===== src/rtl/ripple_add_sequencer_pkg.sv =====
// Shared types and constants for the byte-serial wide adder.
// Optional signed-overflow output is enabled with ADD_SEQ_OVF_EN.
package add_seq_pkg;
   localparam int BYTE_W = 8;

   typedef enum logic [1:0] {
      IDLE = 2'd0,
      ADD  = 2'd1,
      DONE = 2'd2
   } state_e;

   // Width of the byte index counter for a given slice count.
   function automatic int idx_w(input int words);
      return (words > 1) ? $clog2(words) : 1;
   endfunction
endpackage


===== src/rtl/ripple_add_sequencer_if.sv =====
// Request/response bundle between requester, sequencer and result consumer.
// The ovf signal exists only when ADD_SEQ_OVF_EN is defined.
interface ripple_add_sequencer_if
   import add_seq_pkg::*;
#(
   parameter int WORDS = 4
);
   localparam int W = BYTE_W * WORDS;

   logic         in_valid;
   logic         in_ready;
   logic [W-1:0] a;
   logic [W-1:0] b;
   logic         cin;
   logic         out_valid;
   logic         out_ready;
   logic [W-1:0] sum;
   logic         cout;
`ifdef ADD_SEQ_OVF_EN
   logic         ovf;

   modport master (output in_valid, a, b, cin, out_ready,
                   input  in_ready, out_valid, sum, cout, ovf);
   modport slave  (input  in_valid, a, b, cin, out_ready,
                   output in_ready, out_valid, sum, cout, ovf);
`else
   modport master (output in_valid, a, b, cin, out_ready,
                   input  in_ready, out_valid, sum, cout);
   modport slave  (input  in_valid, a, b, cin, out_ready,
                   output in_ready, out_valid, sum, cout);
`endif
endinterface


===== src/rtl/ripple_add_sequencer_adder.sv =====
// 8-bit ripple-carry adder used as the shared byte datapath.
module ripple_ca_adder
   import add_seq_pkg::*;
(
   input  logic [BYTE_W-1:0] a_i,
   input  logic [BYTE_W-1:0] b_i,
   input  logic              c_i,
   output logic [BYTE_W-1:0] s_o,
   output logic              c_o
);
   always_comb begin
      logic c;
      c   = c_i;
      s_o = '0;
      for (int i = 0; i < BYTE_W; i++) begin
         s_o[i] = a_i[i] ^ b_i[i] ^ c;
         c      = (a_i[i] & b_i[i]) | (c & (a_i[i] ^ b_i[i]));
      end
      c_o = c;
   end
endmodule


===== src/rtl/ripple_add_sequencer.sv =====
// WORDS x 8-bit adder that reuses one 8-bit ripple adder, LSB byte first.
// Define ADD_SEQ_OVF_EN to add the registered signed-overflow flag.
module ripple_add_sequencer
   import add_seq_pkg::*;
#(
   parameter int WORDS = 4
)(
   input  logic                  clk,
   input  logic                  rst_n,
   ripple_add_sequencer_if.slave bus
);
   localparam int W  = BYTE_W * WORDS;
   localparam int IW = idx_w(WORDS);
   localparam logic [1:0]    ST_IDLE = IDLE;
   localparam logic [1:0]    ST_ADD  = ADD;
   localparam logic [1:0]    ST_DONE = DONE;
   localparam logic [IW-1:0] LAST    = IW'(WORDS - 1);

   logic [1:0]        state_q, state_d;
   logic [IW-1:0]     idx_q, idx_d;
   logic              carry_q, carry_d;
   logic [W-1:0]      a_q, a_d, b_q, b_d, sum_q, sum_d;
   logic              cout_q, cout_d;
   logic              vld_q, vld_d;
   logic [BYTE_W-1:0] add_a, add_b, add_s;
   logic              add_c;
`ifdef ADD_SEQ_OVF_EN
   logic              ovf_q, ovf_d;
`endif

   assign add_a = a_q[BYTE_W*idx_q +: BYTE_W];
   assign add_b = b_q[BYTE_W*idx_q +: BYTE_W];

   ripple_ca_adder u_add (
      .a_i (add_a),
      .b_i (add_b),
      .c_i (carry_q),
      .s_o (add_s),
      .c_o (add_c)
   );

   always_comb begin
      state_d = state_q;
      idx_d   = idx_q;
      carry_d = carry_q;
      a_d     = a_q;
      b_d     = b_q;
      sum_d   = sum_q;
      cout_d  = cout_q;
      vld_d   = vld_q;
`ifdef ADD_SEQ_OVF_EN
      ovf_d   = ovf_q;
`endif
      case (state_q)
         ST_IDLE: if (bus.in_valid) begin
            a_d     = bus.a;
            b_d     = bus.b;
            carry_d = bus.cin;
            idx_d   = '0;
            state_d = ST_ADD;
         end
         ST_ADD: begin
            sum_d[BYTE_W*idx_q +: BYTE_W] = add_s;
            carry_d = add_c;
            if (idx_q == LAST) begin
               cout_d  = add_c;
               vld_d   = 1'b1;
               state_d = ST_DONE;
`ifdef ADD_SEQ_OVF_EN
               // Top byte's sum MSB is the result sign bit.
               ovf_d   = (a_q[W-1] == b_q[W-1]) && (add_s[BYTE_W-1] != a_q[W-1]);
`endif
            end else begin
               idx_d = idx_q + 1'b1;
            end
         end
         ST_DONE: if (bus.out_ready) begin
            vld_d   = 1'b0;
            state_d = ST_IDLE;
         end
         default: begin
            vld_d   = 1'b0;
            state_d = ST_IDLE;
         end
      endcase
   end

   always_ff @(posedge clk or negedge rst_n) begin
      if (!rst_n) begin
         state_q <= ST_IDLE;
         idx_q   <= '0;
         carry_q <= 1'b0;
         a_q     <= '0;
         b_q     <= '0;
         sum_q   <= '0;
         cout_q  <= 1'b0;
         vld_q   <= 1'b0;
`ifdef ADD_SEQ_OVF_EN
         ovf_q   <= 1'b0;
`endif
      end else begin
         state_q <= state_d;
         idx_q   <= idx_d;
         carry_q <= carry_d;
         a_q     <= a_d;
         b_q     <= b_d;
         sum_q   <= sum_d;
         cout_q  <= cout_d;
         vld_q   <= vld_d;
`ifdef ADD_SEQ_OVF_EN
         ovf_q   <= ovf_d;
`endif
      end
   end

   assign bus.in_ready  = (state_q == ST_IDLE);
   assign bus.out_valid = vld_q;
   assign bus.sum       = sum_q;
   assign bus.cout      = cout_q;
`ifdef ADD_SEQ_OVF_EN
   assign bus.ovf       = ovf_q;
`endif
endmodule


===== src/flat_wrapper.sv =====
// flat-port wrapper written by rule: the top's interface ports become plain ports
module ripple_add_sequencer_flat import add_seq_pkg::*;
#(
   parameter int WORDS = 4
)
  (clk, rst_n, bus_in_valid, bus_a, bus_b, bus_cin, bus_out_ready, bus_in_ready, bus_out_valid, bus_sum, bus_cout);
  ripple_add_sequencer_if #(.WORDS(WORDS)) bus_i ();
  input  logic clk;
  input  logic rst_n;
  input wire logic [$bits(bus_i.in_valid)-1:0] bus_in_valid;
  input wire logic [$bits(bus_i.a)-1:0] bus_a;
  input wire logic [$bits(bus_i.b)-1:0] bus_b;
  input wire logic [$bits(bus_i.cin)-1:0] bus_cin;
  input wire logic [$bits(bus_i.out_ready)-1:0] bus_out_ready;
  output wire logic [$bits(bus_i.in_ready)-1:0] bus_in_ready;
  output wire logic [$bits(bus_i.out_valid)-1:0] bus_out_valid;
  output wire logic [$bits(bus_i.sum)-1:0] bus_sum;
  output wire logic [$bits(bus_i.cout)-1:0] bus_cout;
  assign bus_i.in_valid = bus_in_valid;
  assign bus_i.a = bus_a;
  assign bus_i.b = bus_b;
  assign bus_i.cin = bus_cin;
  assign bus_i.out_ready = bus_out_ready;
  assign bus_in_ready = bus_i.in_ready;
  assign bus_out_valid = bus_i.out_valid;
  assign bus_sum = bus_i.sum;
  assign bus_cout = bus_i.cout;
  ripple_add_sequencer #(.WORDS(WORDS)) u_core (.clk(clk), .rst_n(rst_n), .bus(bus_i));
endmodule

===== config.mk =====
export PLATFORM = sky130hd
export DESIGN_NAME = ripple_add_sequencer_flat
export DESIGN_NICKNAME = d
export VERILOG_FILES = /design/src/rtl/ripple_add_sequencer_pkg.sv /design/src/rtl/ripple_add_sequencer_if.sv /design/src/rtl/ripple_add_sequencer_adder.sv /design/src/rtl/ripple_add_sequencer.sv /design/src/flat_wrapper.sv
export SDC_FILE = /design/constraint.sdc
export NUM_CORES = 1
export LEC_CHECK = 0
export ABC_AREA = 1
export CORE_ASPECT_RATIO = 1.5
export CORE_MARGIN = 5
export CORE_UTILIZATION = 45
export DETAILED_ROUTE_END_ITERATION = 8
export GPL_ROUTABILITY_DRIVEN = 0
export PLACE_DENSITY = 0.74
export RECOVER_POWER = 50
export SKIP_LAST_GASP = 1
export SYNTH_ARGS = -nofsm -noshare
export SYNTH_HDL_FRONTEND = slang
export SYNTH_SLANG_ARGS = --single-unit

===== constraint.sdc =====
create_clock -name clk -period 4.58 [get_ports clk]
set_input_delay 1.145 -clock clk [delete_from_list [all_inputs] [get_ports clk]]
set_output_delay 1.145 -clock clk [all_outputs]
set_load 0.005 [all_outputs]

==> impl_metrics.env <==
export IMPL_worstPathRequired_ps=4850
export IMPL_max_freq_ghz=0.233
export IMPL_seq_area_um2=2580
export IMPL_avgSynthCellArea_um2=7.87
export IMPL_syn_inst=653
export IMPL_yosys_top_cells_area="dfrtp_1 50%, nand2_1 22%, nand3_1 9.2%, inv_1 3.7%, fa_1 3.1%"
export IMPL_min_path_type="reg -> reg"
export IMPL_nets=823
export IMPL_final_cell_mix="298 x nand2_1, 103 x dfrtp_1, 94 x nand3_1"
export IMPL_grt_overflow=0
export IMPL_outcome="finished, violations left"
export IMPL_violations="max-capacitance violations, max-slew violations"
export IMPL_num_rows=47
export IMPL_synth_nets=736
export IMPL_wl_mm=12.6
export IMPL_rsz0062_at_grt="no"
export IMPL_wl_met3_um=575
export IMPL_area_delta_synth_final_pct=26.9
export IMPL_grt_max_degree=79
export IMPL_fin_crit_ps=4300
export IMPL_relSlewSlack_pct=-24.1
export IMPL_drt_pre_antenna_iters=5
export IMPL_synth_cell_types=22
export IMPL_yosysSeqAreaShare_pct=50.2
export IMPL_grt_usage_pct=18.9
export IMPL_clock_skew_ps=8.26
export IMPL_hpwlAfterDp_mm=9.47
export IMPL_io_buffers=103
export IMPL_crit_path_start_kind="register"
export IMPL_clkSinkCount=103
export IMPL_clk_pin_slew_ps=70
export IMPL_cts_made_buffers=9
export IMPL_met1_length_mm=5.10
export IMPL_peakVddDrop_mv=0.345
export IMPL_h_tree_depth=3
export IMPL_drv_slew=79
export IMPL_cp_cell_sequence="clkinvlp_4, o211ai_1, nand2_1, fa_1, fa_1, fa_1, fa_1, inv_1, fa_1, inv_1, fa_1, fa_1, nand3_1, o21ai_0"
export IMPL_fin_setup_tns_ps=0
export IMPL_syn_area_um2=5140
export IMPL_num_vias=4481
export IMPL_diodes=0
export IMPL_p_leak_uw=0.00342
export IMPL_yosysTopAreaCell="dfrtp_1"
export IMPL_drive_gt1_share_pct=4.43
export IMPL_clock_latency_ps=350
export IMPL_cts_hold_buf=0
export IMPL_cts_max_path_buffers=2
export IMPL_layout_commonest_cell="nand2_1"
export IMPL_top_layer_used="met4"
export IMPL_synth_top_area_share_pct=50.2
export IMPL_grt_pass1_wl_mm=21.1
export IMPL_wl_per_cell_um=14.2
export IMPL_cts_root_buf="clkbuf_16"
export IMPL_drtAntennaViolNets=0
export IMPL_critPathArrivalTime_ps=4570
export IMPL_synth_seq_cells=103
export IMPL_finalCritPeriodShare_pct=93.9
export IMPL_setup_violations=0
export IMPL_ys_warn_count=0
export IMPL_critPathMaxFanout=11
export IMPL_grt_pass1_vias=4575
export IMPL_io_pins=104
export IMPL_drt_iter0_drc=285
export IMPL_die_area_um2=13700
export IMPL_tightest_slew_ps=1860
export IMPL_crit_slowest_cell="fa_1"
export IMPL_max_cap_viol_count=1
export IMPL_cts_tree="built"
export IMPL_start_util_pct=46.2
export IMPL_coreArea_um2=11100
export IMPL_hold_viol_final=0
export IMPL_wl_met2_mm=6.54
export IMPL_multiInputGateArea_um2=2160
export IMPL_crit_type="reg -> reg"
export IMPL_cp_end_kind="register"
export IMPL_slowest_delay_ps=550
export IMPL_drt_vias_per_instance=5.02
export IMPL_critPathMostFrequentCell="fa_1"
export IMPL_fp_dieH_um=141
export IMPL_drc=0
export IMPL_num_fill_cells=1003
export IMPL_die_w_um=97.2
export IMPL_p_per_area_nw_per_um2=743
export IMPL_antenna_found_initial=0
export IMPL_worst_hold_slack_ps=470
## routing by layer
metal,global-route usage (%),vias up
li1,-,2209
met1,21.7,2097
met2,33.4,140
met3,4.15,35
met4,8.97,0
met5,0,-
## worst max-delay path, delay by kind of cell, from the launching register on
kind,cells,cell delay [ps]
compound gates,2,340
simple gates,2,210
fa+ha+maj,7,2720
flops,1,540
buf+inv,3,410
## report_power, final
group | internal [uW] | switching [uW] | total [uW] | leakage (uW)
logic | 958 | 1540 | 2500 | 0.00196
registers | 1300 | 263 | 1560 | 0.00132
clock network | 455 | 336 | 791 | 0.000145
## metrics by stage
| step | cell area [um^2] | power (uW) | setup WS, ps | instances | utilization, % |
|---|---|---|---|---|---|
| floorplan | 5140 | 3230 | 395 | 653 | - |
| global placement | 6220 | 3960 | 438 | 876 | 55.9 |
| detailed placement | 6220 | 4060 | 291 | 876 | 55.9 |
| CTS | 6530 | 4870 | 261 | 892 | 58.7 |
| global route | 6520 | 5260 | 1.32 | 892 | 58.7 |
| finish | 6520 | 4840 | 280 | 892 | 58.7 |
## registers in the layout, indices dropped and copies added (netlist names)
register	count
u_core.a_q	32
u_core.b_q	32
u_core.bus.cout	1
u_core.bus.out_valid	1
u_core.bus.sum	32
u_core.carry_q	1
u_core.idx_q	2
u_core.state_q	2
## path summary, 6_finish.rpt
check | from | endpoint | slack (ps) | depth (start not counted)
min | u_core.a_q[24] | u_core.a_q[24] | 470 | 2
min in group asynchronous | rst_n | u_core.bus.sum[29] | 1300 | 1
max reg2reg | u_core.idx_q[1] | u_core.bus.sum[15] | 280 | 14
min reg2reg | u_core.a_q[24] | u_core.a_q[24] | 470 | 2
max | u_core.idx_q[1] | u_core.bus.sum[15] | 280 | 14
max in group asynchronous | rst_n | u_core.a_q[23] | 1210 | 2
## cell usage after synthesis
library cell and number:
buf_1 4, buf_2 19, buf_4 8, buf_6 2
clkbuf_1 2, clkinv_1 1, dfrtp_1 103, fa_1 8
ha_1 6, inv_1 51, inv_2 2, nand2_1 298
nand2_2 1, nand3_1 94, nand3_2 1, nand4_1 2
nor2_1 12, nor2_4 5, o211ai_1 12, o21ai_0 20
o21ai_1 1, o31ai_1 1
## layout make-up
| type | count | area share [%] |
|---|---|---|
| Clock inverter | 4 | 0.825 |
| Multi-Input combinational cell | 461 | 33.1 |
| Timing Repair Buffer | 111 | 16.7 |
| Clock buffer | 12 | 3.93 |
| Tap cell | 147 | 2.82 |
| Sequential cell | 103 | 39.5 |
| Inverter | 54 | 3.17 |
## timing repair
action | in CTS | in global routing
buffers inserted | 0 | 0
setup endpoints to repair | 0 | 1
gates resized for setup | 0 | 1
## logic make-up after synthesis
kind of cell,count (synthesis),share of synthesized area (%)
buffers and inverters,89,7.84
adder cells (fa/ha/maj),14,4.58
AO/OA/AOI/OAI,34,3.95
flip-flops,103,50.2
AND/OR/NAND/NOR,413,33.5
(Power assumes the default switching activity.)
